## src/rtl/gpu_vram_arbiter_if.sv

```systemverilog
// gpu_vram_arbiter_if: GPU read port, CPU port and single VRAM port of the VRAM arbiter.
// gpu_mode/gpu_req/gpu_addr -> gpu_ack/gpu_valid/gpu_data; cpu_req/cpu_we/cpu_addr/cpu_wdata ->
// cpu_ack/cpu_valid/cpu_data; mem_en/mem_we/mem_addr/mem_wdata to VRAM, mem_rdata from VRAM.
// master = clients and VRAM side, slave = arbiter side.
interface gpu_vram_arbiter_if #(parameter int ADDR_W = 13);
  logic [1:0] gpu_mode;
  logic gpu_req;
  logic [15:0] gpu_addr;
  logic gpu_ack;
  logic gpu_valid;
  logic [7:0] gpu_data;
  logic cpu_req;
  logic cpu_we;
  logic [15:0] cpu_addr;
  logic [7:0] cpu_wdata;
  logic cpu_ack;
  logic cpu_valid;
  logic [7:0] cpu_data;
  logic mem_en;
  logic mem_we;
  logic [ADDR_W-1:0] mem_addr;
  logic [7:0] mem_wdata;
  logic [7:0] mem_rdata;
  modport master(
    output gpu_mode, gpu_req, gpu_addr, cpu_req, cpu_we, cpu_addr, cpu_wdata, mem_rdata,
    input gpu_ack, gpu_valid, gpu_data, cpu_ack, cpu_valid, cpu_data, mem_en, mem_we, mem_addr, mem_wdata
  );
  modport slave(
    input gpu_mode, gpu_req, gpu_addr, cpu_req, cpu_we, cpu_addr, cpu_wdata, mem_rdata,
    output gpu_ack, gpu_valid, gpu_data, cpu_ack, cpu_valid, cpu_data, mem_en, mem_we, mem_addr, mem_wdata
  );
endinterface

```

## src/rtl/gpu_vram_arbiter.sv

```systemverilog
// gpu_vram_arbiter: single-port VRAM arbiter between GPU reads and CPU accesses with bounded GPU bursts.
// Ports: clk, rst_n (async active-low), bus (gpu_vram_arbiter_if.slave: GPU/CPU request ports and VRAM port).
// Define VRAM_LOCKOUT_EN to lock the CPU out of VRAM in mode 3 (forced ack, reads return 8'hFF).
module gpu_vram_arbiter #(
  parameter int GPU_BURST_MAX = 4,
  parameter int ADDR_W = 13
) (
  input logic clk,
  input logic rst_n,
  gpu_vram_arbiter_if.slave bus
);
  logic lock, at_max, cpu_elig, cpu_win, gpu_win, forced;
  logic [3:0] cnt;
  logic tag_gpu, tag_cpu, tag_forced;
  logic unused_ok;
`ifdef VRAM_LOCKOUT_EN
  assign lock = bus.gpu_mode == 2'd3;
  assign unused_ok = ^{bus.gpu_addr[15:ADDR_W], bus.cpu_addr[15:ADDR_W]};
`else
  assign lock = 1'b0;
  assign unused_ok = ^{bus.gpu_mode, bus.gpu_addr[15:ADDR_W], bus.cpu_addr[15:ADDR_W]};
`endif
  assign at_max = cnt == 4'(GPU_BURST_MAX);
  assign cpu_elig = bus.cpu_req && !lock;
  assign forced = bus.cpu_req && lock;
  assign cpu_win = cpu_elig && (!bus.gpu_req || at_max);
  assign gpu_win = bus.gpu_req && !cpu_win;
  // Grants are gated by reset only on the outputs so the flops never see rst_n as data.
  assign bus.gpu_ack = rst_n && gpu_win;
  assign bus.cpu_ack = rst_n && (cpu_win || forced);
  assign bus.mem_en = rst_n && (gpu_win || cpu_win);
  assign bus.mem_we = rst_n && cpu_win && bus.cpu_we;
  assign bus.mem_addr = !rst_n ? '0 : cpu_win ? bus.cpu_addr[ADDR_W-1:0] : gpu_win ? bus.gpu_addr[ADDR_W-1:0] : '0;
  assign bus.mem_wdata = bus.mem_we ? bus.cpu_wdata : 8'h00;
  always_ff @(posedge clk or negedge rst_n)
    if (!rst_n) begin
      cnt <= 4'd0;
      tag_gpu <= 1'b0;
      tag_cpu <= 1'b0;
      tag_forced <= 1'b0;
    end else begin
      cnt <= (!cpu_elig || cpu_win) ? 4'd0 : (gpu_win && !at_max) ? cnt + 4'd1 : cnt;
      tag_gpu <= gpu_win;
      tag_cpu <= (cpu_win || forced) && !bus.cpu_we;
      tag_forced <= forced;
    end
  assign bus.gpu_valid = tag_gpu;
  assign bus.gpu_data = tag_gpu ? bus.mem_rdata : 8'h00;
  assign bus.cpu_valid = tag_cpu;
  assign bus.cpu_data = !tag_cpu ? 8'h00 : tag_forced ? 8'hFF : bus.mem_rdata;
endmodule

```

## src/flat_wrapper.sv

```systemverilog
// flat-port wrapper written by rule: the top's interface ports become plain ports
module gpu_vram_arbiter_flat 
#(
  parameter int GPU_BURST_MAX = 4,
  parameter int ADDR_W = 13
)
  (clk, rst_n, bus_gpu_mode, bus_gpu_req, bus_gpu_addr, bus_cpu_req, bus_cpu_we, bus_cpu_addr, bus_cpu_wdata, bus_mem_rdata, bus_gpu_ack, bus_gpu_valid, bus_gpu_data, bus_cpu_ack, bus_cpu_valid, bus_cpu_data, bus_mem_en, bus_mem_we, bus_mem_addr, bus_mem_wdata);
  gpu_vram_arbiter_if #(.ADDR_W(ADDR_W)) bus_i ();
  input logic clk;
  input logic rst_n;
  input wire logic [$bits(bus_i.gpu_mode)-1:0] bus_gpu_mode;
  input wire logic [$bits(bus_i.gpu_req)-1:0] bus_gpu_req;
  input wire logic [$bits(bus_i.gpu_addr)-1:0] bus_gpu_addr;
  input wire logic [$bits(bus_i.cpu_req)-1:0] bus_cpu_req;
  input wire logic [$bits(bus_i.cpu_we)-1:0] bus_cpu_we;
  input wire logic [$bits(bus_i.cpu_addr)-1:0] bus_cpu_addr;
  input wire logic [$bits(bus_i.cpu_wdata)-1:0] bus_cpu_wdata;
  input wire logic [$bits(bus_i.mem_rdata)-1:0] bus_mem_rdata;
  output wire logic [$bits(bus_i.gpu_ack)-1:0] bus_gpu_ack;
  output wire logic [$bits(bus_i.gpu_valid)-1:0] bus_gpu_valid;
  output wire logic [$bits(bus_i.gpu_data)-1:0] bus_gpu_data;
  output wire logic [$bits(bus_i.cpu_ack)-1:0] bus_cpu_ack;
  output wire logic [$bits(bus_i.cpu_valid)-1:0] bus_cpu_valid;
  output wire logic [$bits(bus_i.cpu_data)-1:0] bus_cpu_data;
  output wire logic [$bits(bus_i.mem_en)-1:0] bus_mem_en;
  output wire logic [$bits(bus_i.mem_we)-1:0] bus_mem_we;
  output wire logic [$bits(bus_i.mem_addr)-1:0] bus_mem_addr;
  output wire logic [$bits(bus_i.mem_wdata)-1:0] bus_mem_wdata;
  assign bus_i.gpu_mode = bus_gpu_mode;
  assign bus_i.gpu_req = bus_gpu_req;
  assign bus_i.gpu_addr = bus_gpu_addr;
  assign bus_i.cpu_req = bus_cpu_req;
  assign bus_i.cpu_we = bus_cpu_we;
  assign bus_i.cpu_addr = bus_cpu_addr;
  assign bus_i.cpu_wdata = bus_cpu_wdata;
  assign bus_i.mem_rdata = bus_mem_rdata;
  assign bus_gpu_ack = bus_i.gpu_ack;
  assign bus_gpu_valid = bus_i.gpu_valid;
  assign bus_gpu_data = bus_i.gpu_data;
  assign bus_cpu_ack = bus_i.cpu_ack;
  assign bus_cpu_valid = bus_i.cpu_valid;
  assign bus_cpu_data = bus_i.cpu_data;
  assign bus_mem_en = bus_i.mem_en;
  assign bus_mem_we = bus_i.mem_we;
  assign bus_mem_addr = bus_i.mem_addr;
  assign bus_mem_wdata = bus_i.mem_wdata;
  gpu_vram_arbiter #(.GPU_BURST_MAX(GPU_BURST_MAX), .ADDR_W(ADDR_W)) u_core (.clk(clk), .rst_n(rst_n), .bus(bus_i));
endmodule
```

## config.mk

```make
export PLATFORM = sky130hd
export DESIGN_NAME = gpu_vram_arbiter_flat
export DESIGN_NICKNAME = d
export VERILOG_FILES = /design/src/rtl/gpu_vram_arbiter_if.sv /design/src/rtl/gpu_vram_arbiter.sv /design/src/flat_wrapper.sv
export SDC_FILE = /design/constraint.sdc
export NUM_CORES = 1
export LEC_CHECK = 0
export BUFFER_PORTS_ARGS = -buffer_cell sky130_fd_sc_hd__buf_2
export CAP_MARGIN = 20
export CORE_MARGIN = 2
export CORE_UTILIZATION = 25
export DETAILED_ROUTE_END_ITERATION = 7
export PLACE_DENSITY = 0.84
export SLEW_MARGIN = 20
export SYNTH_ARGS = -nofsm -noshare
export SYNTH_HDL_FRONTEND = slang
export SYNTH_SLANG_ARGS = --single-unit
```

## constraint.sdc

```tcl
create_clock -name clk -period 1.37 [get_ports clk]
set_input_delay 0.137 -clock clk [delete_from_list [all_inputs] [get_ports clk]]
set_output_delay 0.137 -clock clk [all_outputs]
set_load 0.1 [all_outputs]
```

; ---- Yosys cells after proc, flatten, opt, wreduce, memory -nomap -nowiden
; Index checks and enable logic that the tools add are counted.
[op_classes]
add_sub_neg = 1
eq_ne = 1
n_mux = 8
reduce_logical = 17
[op_table]
columns = operator, n
row1 = 13-bit two-way mux, 3
row2 = 8-bit two-way mux, 3
row3 = 1-bit logical AND, 8
row4 = 4-bit two-way mux, 2
row5 = 1-bit zero test, 5
row6 = 4-bit by 1-bit adder with 4-bit output (second input constant), 1
row7 = 4-bit by 3-bit equality test with 1-bit output (second input constant), 1
row8 = 1-bit logical OR, 3
row9 = 2-bit nonzero test, 1
[word_totals]
reg_bits = 6
in_bits = 55
out_inout_bits = 43
wordCells = 30

; ---- Depth between registers and ports, before layout
; Gate-level depths: netlist (run 1).
[logic_depth]
word_depth = 8
depth_mapped = 7
depth_no_buf = 5

; ---- Worst setup path after synthesis (run 1)
; No wires, ideal clock.
[synth_path]
path_kind = register -> output
startpoint = register u_core.cnt[0]
endpoint = output bus_mem_addr[10]
t_arrival_ns = 2.165
required_time_ns = 1.233
setup_slack_ns = -0.932
path_stages_with_launch = 7
n_path_buf = 1
cell_sequence = dfrtp_1 > inv_1 > ha_1 > nand3b_1 > a211oi_4 > buf_6 > a22o_1
[synth_between]
elab_chain_cells = 8
[synth_rtl]
columns = item, line_no
row1 = start: declaration, gpu_vram_arbiter.sv:13  ; logic [3:0] cnt;
row2 = start signal: assignment, gpu_vram_arbiter.sv:42  ; cnt <= (!cpu_elig || cpu_win) ? 4'd0 : (gpu_win && !at_max) ? cnt + 4'd1 : cnt;
row3 = 4-bit by 3-bit equality test with 1-bit output *, gpu_vram_arbiter.sv:23  ; assign at_max = cnt == 4'(GPU_BURST_MAX);
row4 = 1-bit logical OR *, gpu_vram_arbiter.sv:26  ; assign cpu_win = cpu_elig && (!bus.gpu_req || at_max);
row5 = 1-bit logical AND *, gpu_vram_arbiter.sv:26
row6 = 1-bit zero test, gpu_vram_arbiter.sv:27  ; assign gpu_win = bus.gpu_req && !cpu_win;
row7 = 1-bit logical AND, gpu_vram_arbiter.sv:27
row8 = 13-bit two-way mux, gpu_vram_arbiter.sv:33  ; assign bus.mem_addr = !rst_n ? '0 : cpu_win ? bus.cpu_addr[ADDR_W-1:0] : gpu_win ? bus.gpu_addr[ADDR_W-1:0] : ...
row9 = 13-bit two-way mux * (2 in series), gpu_vram_arbiter.sv:33
row10 = end: declaration, flat_wrapper.sv:27  ; output wire logic [$bits(bus_i.mem_addr)-1:0] bus_mem_addr;
; Mark *: on every way between the ends. The rest lies on a longest branch, timed or not.

; ---- Final worst setup path (run 1)
[layout_path]
startpoint = register u_core.cnt[1]
endpoint = output bus_mem_wdata[6]
[layout_between]
elab_chain_cells = 6
[layout_rtl]
columns = item, line_no
row1 = 4-bit by 3-bit equality test with 1-bit output, gpu_vram_arbiter.sv:23
row2 = 1-bit logical OR, gpu_vram_arbiter.sv:26
row3 = 1-bit logical AND, gpu_vram_arbiter.sv:26
row4 = 1-bit logical AND (2 in series), gpu_vram_arbiter.sv:32  ; assign bus.mem_we = rst_n && cpu_win && bus.cpu_we;
row5 = 8-bit two-way mux, gpu_vram_arbiter.sv:34  ; assign bus.mem_wdata = bus.mem_we ? bus.cpu_wdata : 8'h00;
row6 = end: declaration, flat_wrapper.sv:28  ; output wire logic [$bits(bus_i.mem_wdata)-1:0] bus_mem_wdata;
; No other way between the ends.

==> impl_metrics.yaml, run 1 <==
floorplan:
  chipHeight_um: 53.6
  start_util_pct: 27.0
  coreArea_um2: 2280
  pin_count: 98
  die_area_um2: 2880
  fp.dieW_um: 53.6
  fp-row-count: 17
run_status:
  failed_checks: "negative setup slack"
  status: "finished, violations left"
sta:
  finalHoldViolCount: 0
  layout_setup_ws_ns: -0.782
  setup_viol: 26
  hold_slack_ns: 0.195
  timing.final.crit_share_pct: 157
  post-route-min-period_ns: 2.15
  rsz0062_at_grt: "true"
  maxSlewHeadroom_pct: 67.0
  finalMaxSlewViolations: 0
  max_freq_ghz: 0.465
  worst_slew_pin_slew_ns: 0.498
  fin_skew_ns: 0.00940
synthesis:
  synth_top_area_cell: "dfrtp_1"
  yosysSeqAreaShare_pct: 24.4
  synth.most_common_cell: "and2_1"
  syn_area_per_cell_um2: 8.67
  synthTopCellsByArea: "dfrtp_1 (24%), a22o_1 (18%), and2_1 (18%)"
  synth_area_um2: 616
  synth_top_area_share_pct: 24.4
  synth.distinct_cells: 18
  synth-edff-count: 0
  synthArstFlopShare_pct: 100
  yosys_most_used_dff: "dfrtp_1"
  syn_inst: 71
  yosysWarnings: 0
  ys_ff_latch: 6
  synth_common_cells: "and2_1 (18), a22o_1 (13), and3_1 (7)"
  syn_nets: 128
setup_path:
  crit_fanout: 6
  worstPathArrival_ns: 2.02
  required_ns: 1.23
  startpoint_type: "flop"
  cp_cell_sequence: "inv_2, ha_4, nand3b_1, a211oi_4, buf_6, clkbuf_16, and3_4, buf_12"
  criticalPathCategory: "reg -> out"
  cp_num_buf_inv: 4
  path_delay_family: "buffers and inverters"
  critPathMaxStageDelay_ns: 0.40
  cp_slowest_cell: "dfrtp_1"
  worst_setup_path_end_kind: "primary output"
cts:
  cts_htree_levels: 1
  cts_sinks: 6
  clock_latency_ns: 0.25
  clk_pin_slew_ns: 0.06
  cts-root-buf: "clkbuf_4"
  tritoncts: "done"
  cts_buffer_depth: 2
  cts_buffers: 3
power:
  p_per_area_nw_per_um2: 620
  leakagePower_nw: 1.04
  peakVddDrop_v: 0.000834
global_routing:
  grt_pass1_wl_mm: 5.71
  grt_max_degree: 24
  track_usage_pct: 29.0
  grt_pass1_vias: 1029
  grt_remaining_overflow: 0
  antenna_found_initial: 0
cells_and_area:
  multi_input_area_um2: 621
  n_antenna_cell: 0
  seqCellArea_um2: 153
  fin_nets: 236
  drive_gt1_share_pct: 88.2
  area_growth_syn_to_layout_pct: 247
  utilization_pct: 93.8
  n_fill_cell: 63
placement:
  place_hpwl_mm: 3.56
  dp_worst_setup_slack_ns: -0.499
  gp_congestion: 0.803
  io_buffers: 89
routing:
  firstDrtPassIters: 6
  post_drt_wl_per_cell_um: 24.1
  drt_iter0_drc: 24
  wl_mm: 4.96
  antenna_left: 0
  drc_errors: 0
  vias_per_cell: 5.21
  vias: 1074
run:
  cap_violations: 0
hold_path:
  hold_path_class: "in -> reg"
## report_power, final
part           switching (mW)  internal, mW  total [mW]  leakage, nW
Combinational           0.571         0.370       0.940        0.950
Clock                  0.0801         0.111       0.191       0.0150
Sequential             0.0101         0.183       0.193       0.0774
## what timing repair did
action,CTS,global route
buffers inserted,0,2
hold buffers,1,0
pin swaps,1,4
resized for setup,6,4
cloned,1,2
endpoints found under the setup margin,26,28
hold endpoints to repair,6,0
## flip-flops by register name (all words and copies together), names as in the netlist
name	count
u_core.bus.gpu_valid	1
u_core.bus.cpu_valid	1
u_core.cnt	4
## area by class of cell
type                       count  share of cell area [%]
inverter                       4                   0.703
tap                           28                    1.64
timing repair buffer         107                    60.2
clock buffer                   4                    1.23
sequential                     6                    7.15
multi-input combinational     57                    29.1
## metal layers
layer	wire [µm]	global-route usage, %	vias up
li1	-	-	468
met3	382	6.94	20
met1	1590	29.0	506
met5	0	0	-
met4	246	12.4	0
met2	2740	56.2	80
## cell families after synthesis
family / Yosys count / synth area share [%]
flip-flops: 6 / 24.4
buffers and inverters: 8 / 8.53
AO/OA/AOI/OAI: 14 / 21.7
adder cells (fa/ha/maj): 2 / 4.06
AND/OR/NAND/NOR: 39 / 38.4
XOR/XNOR: 2 / 2.85
## path summary, 6_finish.rpt
kind	start	to	slack (ns)	depth (start not counted)
min	bus_cpu_we	u_core.bus.cpu_valid	0.20	2
min reg2reg	u_core.cnt[0]	u_core.cnt[0]	0.60	2
max	u_core.cnt[1]	bus_mem_wdata[6]	-0.78	8
max reg2reg	u_core.cnt[1]	u_core.cnt[1]	-0.05	6
max in group asynchronous	rst_n	u_core.cnt[3]	0.77	3
min in group asynchronous	rst_n	u_core.bus.cpu_valid	0.29	2
## layout by cell type, fill, tap and decap left out, drive strengths merged
master,n
clkbuf,6
nand3,2
nor3,1
dlygate4sd3,1
a211oi,1
buf,104
nand4b,1
ha,2
dfrtp,6
nand3b,1
xnor2,1
and3,10
a22o,13
nor2,5
xor2,1
inv,4
and2,19
## metrics by stage
| stage | cell area, µm² | total power, mW | std cells | setup TNS (ns) |
|---|---|---|---|---|
| floorplan | 837 | 0.731 | 71 | -8.48 |
| detailed placement | 1980 | 1.09 | 196 | -10.26 |
| global route | 2140 | 1.36 | 206 | -19.50 |
| global placement | 1980 | 1.06 | 196 | -6.00 |
| finish | 2140 | 1.32 | 206 | -17.72 |
| CTS | 2060 | 1.29 | 202 | -16.38 |
## worst register-to-register path, cell delays in order, from the launching register on
cell and delay [ns]:
dfrtp_1 0.40, inv_2 0.10, ha_4 0.14, nand3b_1 0.16
buf_4 0.19, and2_4 0.15, and3_4 0.16
Power figures use the tool's default switching activity.
==> run 2: changes to the inputs <==
Settings changed: REMOVE_ABC_BUFFERS from default to 1.
==> run 2 against run 1 <==
  * The flow still finishes with violations (negative setup slack)
  * Sequential cell count unchanged
  * Non-clock buffer count down 4
  * Routed wire length down 13%
  * Hold slack better by 0.0083 ns
  * Sequential share of layout area up 0.32 points
  * Clock skew up 0.0018 ns
  * Combinational power down 4.9%
  * Largest cell class unchanged
  * Largest power group unchanged
==> impl_metrics.yaml, run 2 (synthesis gave the netlist of run 1 again) <==
routing:
  wl_mm: 4.30
  post_drt_wl_per_cell_um: 21.3
  firstDrtPassIters: 4
  vias: 1021
  antenna_left: 0
  vias_per_cell: 5.05
  drc_errors: 0
  drt_iter0_drc: 12
cts:
  clk_pin_slew_ns: 0.05
  cts_sinks: 6
  clock_latency_ns: 0.24
  cts_htree_levels: 1
  tritoncts: "done"
  cts_buffer_depth: 2
  cts-root-buf: "clkbuf_4"
  cts_buffers: 3
setup_path:
  regToRegSetupSlack_ns: -0.08
  reg2reg_to: "u_core.cnt[1]"
  criticalPathCategory: "reg -> out"
  ff2ff_path_depth: 6
  required_ns: 1.23
  r2r-start: "u_core.cnt[0]"
  startpoint_type: "flop"
  crit_fanout: 11
  worstPathArrival_ns: 2.06
  worst_setup_path_end_kind: "primary output"
sta:
  maxSlewHeadroom_pct: 67.5
  fin_skew_ns: 0.0112
  post-route-min-period_ns: 2.20
  worst_slew_pin_slew_ns: 0.490
  max_freq_ghz: 0.455
  timing.final.crit_share_pct: 160
  setup_viol: 27
  hold_slack_ns: 0.203
  finalMaxSlewViolations: 0
  finalSetupTns_ns: -18.53
  layout_setup_ws_ns: -0.828
  rsz0062_at_grt: "true"
  finalHoldViolCount: 0
global_routing:
  track_usage_pct: 23.9
  antenna_found_initial: 0
  grt_remaining_overflow: 0
  grt_max_degree: 15
  grt_pass1_vias: 954
  grt_pass1_wl_mm: 4.82
cells_and_area:
  n_antenna_cell: 0
  regMostFlops: "u_core.cnt"
  drive_gt1_share_pct: 73.6
  n_fill_cell: 112
  area_growth_syn_to_layout_pct: 227
  fin_nets: 233
  final_common_cell: "buf_2"
  layout.cells.most_common_list: "buf_2 (47), buf_12 (42), and2_1 (18)"
  largest_reg_flops: 4
  stdcell_count: 202
hold_path:
  hold_path_class: "in -> reg"
  hold_end: "u_core.bus.cpu_valid"
  hold_depth: 2
  hold_path_startpoint: "bus_cpu_we"
placement:
  gp_congestion: 0.734
  place_hpwl_mm: 2.48
  dp_worst_setup_slack_ns: -0.401
  place_inst: 192
  io_buffers: 89
floorplan:
  pin_count: 98
  die_area_um2: 2880
  coreArea_um2: 2280
  fp.dieW_um: 53.6
  fp-row-count: 17
  chipHeight_um: 53.6
  start_util_pct: 27.0
power:
  peakVddDrop_v: 0.000918
  leakagePower_nw: 0.964
  power_mw: 1.24
  p_per_area_nw_per_um2: 618
run_status:
  failed_checks: "negative setup slack"
  status: "finished, violations left"
run:
  cap_violations: 0
run 2: metal layers:
| layer | wire length, µm | vias to the layer above | track usage, % | part of all wire [%] |
|---|---|---|---|---|
| met4 | 199 | 0 | 6.84 | 4.6 |
| li1 | - | 463 | - | - |
| met3 | 272 | 16 | 5.28 | 6.3 |
| met2 | 2440 | 59 | 48.4 | 57 |
| met5 | 0 | - | 0 | 0 |
| met1 | 1390 | 483 | 23.7 | 32 |
run 2: worst max-delay path by stage:
stage	end	start
floorplan	bus_mem_wdata[2]	u_core.cnt[0]
global placement	bus_mem_wdata[5]	u_core.cnt[0]
detailed placement	bus_mem_wdata[2]	u_core.cnt[0]
CTS	bus_mem_wdata[7]	u_core.cnt[0]
global route	bus_mem_addr[7]	u_core.cnt[0]
finish	bus_mem_addr[7]	u_core.cnt[0]
run 2: repair_timing:
item | in CTS | in global routing
gates cloned | 1 | 2
resized for setup | 18 | 8
hold buffers | 2 | 0
buffers inserted | 3 | 1
endpoints found under the setup margin | 25 | 30
pin swaps | 1 | 10
hold endpoints to repair | 6 | 0
run 2: critical path, stage by stage, from the launching register on:
cell      delay, ns
dfrtp_1        0.38
inv_1          0.08
ha_2           0.18
nand3b_1       0.19
a211oi_4       0.30
buf_6          0.18
buf_16         0.14
a22o_1         0.19
buf_12         0.18
run 2: area by class of cell:
| type | instances | area (µm²) | area share [%] |
|---|---|---|---|
| tap | 28 | 35.0 | 1.74 |
| timing repair buffer | 103 | 1230 | 61.0 |
| inverter | 4 | 15.0 | 0.746 |
| multi-input combinational | 58 | 562 | 27.9 |
| clock buffer | 3 | 22.5 | 1.12 |
| sequential | 6 | 150 | 7.46 |
run 2: where the power goes:
group | leakage (nW) | internal, mW | switching [mW]
sequential | 0.0799 | 0.183 | 0.00717
combinational | 0.870 | 0.336 | 0.558
clock | 0.0138 | 0.0989 | 0.0604
run 2: through the flow:
| stage | utilization [%] | instance area, µm² |
|---|---|---|
| after CTS | 86.0 | 1960 |
| after detailed placement | 77.3 | 1760 |
| final | 88.4 | 2010 |
| after global routing | 88.4 | 2010 |
| after floorplan | - | 578 |
| after global placement | 77.3 | 1760 |
==> run 3: changes to the inputs <==
Settings changed: ABC_AREA from default to 1, CORE_UTILIZATION 25 to 28, PLACE_DENSITY 0.84 to 0.86.
==> run 3 against run 2 <==
  * Critical path type unchanged
  * Register-to-register slack improved by 0.10 ns
  * The run still ends with negative setup slack left
  * Largest power group unchanged
  * Sequential cell count stayed put
  * Hold slack worse by 0.055 ns
  * Setup slack improved by 0.29 ns
==> impl_metrics.yaml, run 3 <==
sta:
  worst_slew_pin_slew_ns: 0.308
  fin_skew_ns: 0.00828
  finalHoldViolCount: 0
  finalMaxSlewViolations: 0
  rsz0062_at_grt: "true"
  post-route-min-period_ns: 1.91
  max_freq_ghz: 0.523
  hold_slack_ns: 0.149
  layout_setup_ws_ns: -0.542
  timing.final.crit_share_pct: 140
  setup_viol: 24
  maxSlewHeadroom_pct: 79.4
global_routing:
  use_met2_pct: 48.8
  grt_remaining_overflow: 0
  track_usage_pct: 23.9
  grt_pass1_wl_mm: 5.04
  grt_max_degree: 12
  grt_pass1_vias: 1166
  grtUsageMet1_pct: 23.5
  grt.busiest_layer: "met2"
  grt.met3_usage_pct: 6.01
  antenna_found_initial: 0
floorplan:
  start_util_pct: 29.3
  chipHeight_um: 54.6
  die_area_um2: 2990
  pin_count: 98
  fp-row-count: 18
  fp.dieW_um: 54.6
  coreArea_um2: 2450
cells_and_area:
  layout.cells.most_common_list: "buf_2 (46), buf_12 (43), inv_1 (31)"
  regMostFlops: "u_core.cnt"
  area_growth_syn_to_layout_pct: 195
  n_antenna_cell: 0
  drive_gt1_share_pct: 63.4
  final_common_cell: "buf_2"
  n_fill_cell: 104
  utilization_pct: 86.3
  fin_nets: 291
  largest_reg_flops: 4
run_status:
  status: "finished, violations left"
  failed_checks: "negative setup slack"
run:
  cap_violations: 0
synthesis:
  yosys_most_used_dff: "dfrtp_1"
  yosysWarnings: 0
  synth-edff-count: 0
  syn_inst: 128
  synth.most_common_cell: "nand2_1"
  synthTopCellsByArea: "nand2_1 (22%), dfrtp_1 (21%), inv_1 (17%)"
  syn_area_per_cell_um2: 5.61
  synth_common_cells: "nand2_1 (42), inv_1 (32), nor2_1 (16)"
  synth_top_area_cell: "nand2_1"
  synth_top_area_share_pct: 22.0
  yosysSeqAreaShare_pct: 20.9
  synthArstFlopShare_pct: 100
  synth_area_um2: 718
  ys_ff_latch: 6
  synth.distinct_cells: 17
hold_path:
  hold_path_startpoint: "bus_cpu_we"
  hold_end: "u_core.bus.cpu_valid"
  hold_depth: 2
  hold_path_class: "in -> reg"
routing:
  vias: 1233
  drt_iter0_drc: 19
  drc_errors: 0
  antenna_left: 0
  post_drt_wl_per_cell_um: 13.9
  vias_per_cell: 4.71
  firstDrtPassIters: 4
  wl_mm: 3.64
placement:
  io_buffers: 89
  gp_congestion: 0.767
  place_hpwl_mm: 2.65
power:
  leakagePower_nw: 1.16
  switching_share_pct: 52.8
  power_frac_comb_pct: 70.8
  p_int_uw: 598
  p_clk_share_pct: 13.8
  pwr-share-seq_pct: 15.4
  peakVddDrop_v: 0.000563
  switchingPower_uw: 668
  p_per_area_nw_per_um2: 597
cts:
  clock_latency_ns: 0.26
  cts_sinks: 6
  clk_pin_slew_ns: 0.05
  cts_htree_levels: 1
  tritoncts: "done"
  cts_buffers: 3
  cts_buffer_depth: 2
  cts-root-buf: "clkbuf_4"
setup_path:
  required_ns: 1.23
  worst_setup_path_end_kind: "primary output"
  reg2reg_to: "u_core.bus.cpu_valid"
  crit_fanout: 6
  r2r-start: "u_core.cnt[1]"
  regToRegSetupSlack_ns: 0.02
  worstPathArrival_ns: 1.78
  startpoint_type: "flop"
  criticalPathCategory: "reg -> out"
  ff2ff_path_depth: 8
==> run 3: through the flow <==
step                area [µm²]  instances  total power, mW  TNS, ns  worst slack [ns]
floorplan                  682        121            0.658   -29.16             -1.80
global placement          1920        254             1.02    -3.65            -0.177
detailed placement        1920        254             1.04    -5.31            -0.271
CTS                       2080        259             1.24   -10.78            -0.469
global route              2120        262             1.31   -13.15            -0.611
finish                    2120        262             1.27   -11.36            -0.542
==> run 3: metal layers <==
layer / share of wire, % / vias up
li1: - / 592
met1: 35 / 551
met2: 54 / 83
met3: 10 / 7
met4: 1.3 / 0
met5: 0 / -
==> run 3: worst max-delay path, cell delays in order, from the launching register on <==
cell and delay, ns:
dfrtp_1 0.38, inv_1 0.07, ha_1 0.15, nand3_2 0.10, nand2_4 0.12, nand2_8 0.09, buf_4 0.16, buf_4 0.13
nand4_1 0.08, nand2_2 0.08, buf_12 0.16
==> run 3: timing repair <==
action / in CTS / in global routing
resized for setup: 35 / 6
hold buffers: 1 / 0
setup endpoints to repair: 24 / 30
pin swaps: 20 / 4
endpoints found under the hold margin: 6 / 0
cloned: 1 / 1
setup buffers: 0 / 2
==> run 3: cells by family after synthesis <==
kind of cell | after synthesis | share of synthesized area [%]
buf+inv | 39 | 21.8
fa+ha+maj | 2 | 3.48
simple gates | 79 | 51.4
flops | 6 | 20.9
xor+xnor | 2 | 2.44
==> run 3: layout make-up <==
type                       instances  area, µm²  share of cell area, %
timing repair buffer             106       1220                   57.8
multi-input combinational         85        562                   26.5
sequential                         6        153                   7.20
inverter                          32        120                   5.67
tap                               30       37.5                   1.77
clock buffer                       3       22.5                   1.06
==> run 3: worst max path at each step <==
stage	from	endpoint	slack (ns)	depth (start not counted)
floorplan	u_core.cnt[0]	bus_gpu_ack	-1.80	7
global placement	u_core.cnt[0]	bus_mem_wdata[0]	-0.18	7
detailed placement	u_core.cnt[0]	bus_gpu_ack	-0.27	9
CTS	u_core.cnt[0]	bus_mem_addr[5]	-0.47	9
global route	u_core.cnt[0]	bus_mem_addr[7]	-0.61	9
finish	u_core.cnt[1]	bus_mem_addr[5]	-0.54	10
==> run 3: power by group through the flow <==
stage	clock (mW)	combinational (mW)	sequential [mW]
2_1_floorplan	0	0.443	0.216
3_3_place_gp	0	0.826	0.196
3_5_place_dp	0	0.840	0.197
4_1_cts	0.165	0.877	0.194
5_1_grt	0.186	0.925	0.196
6_report	0.175	0.896	0.195
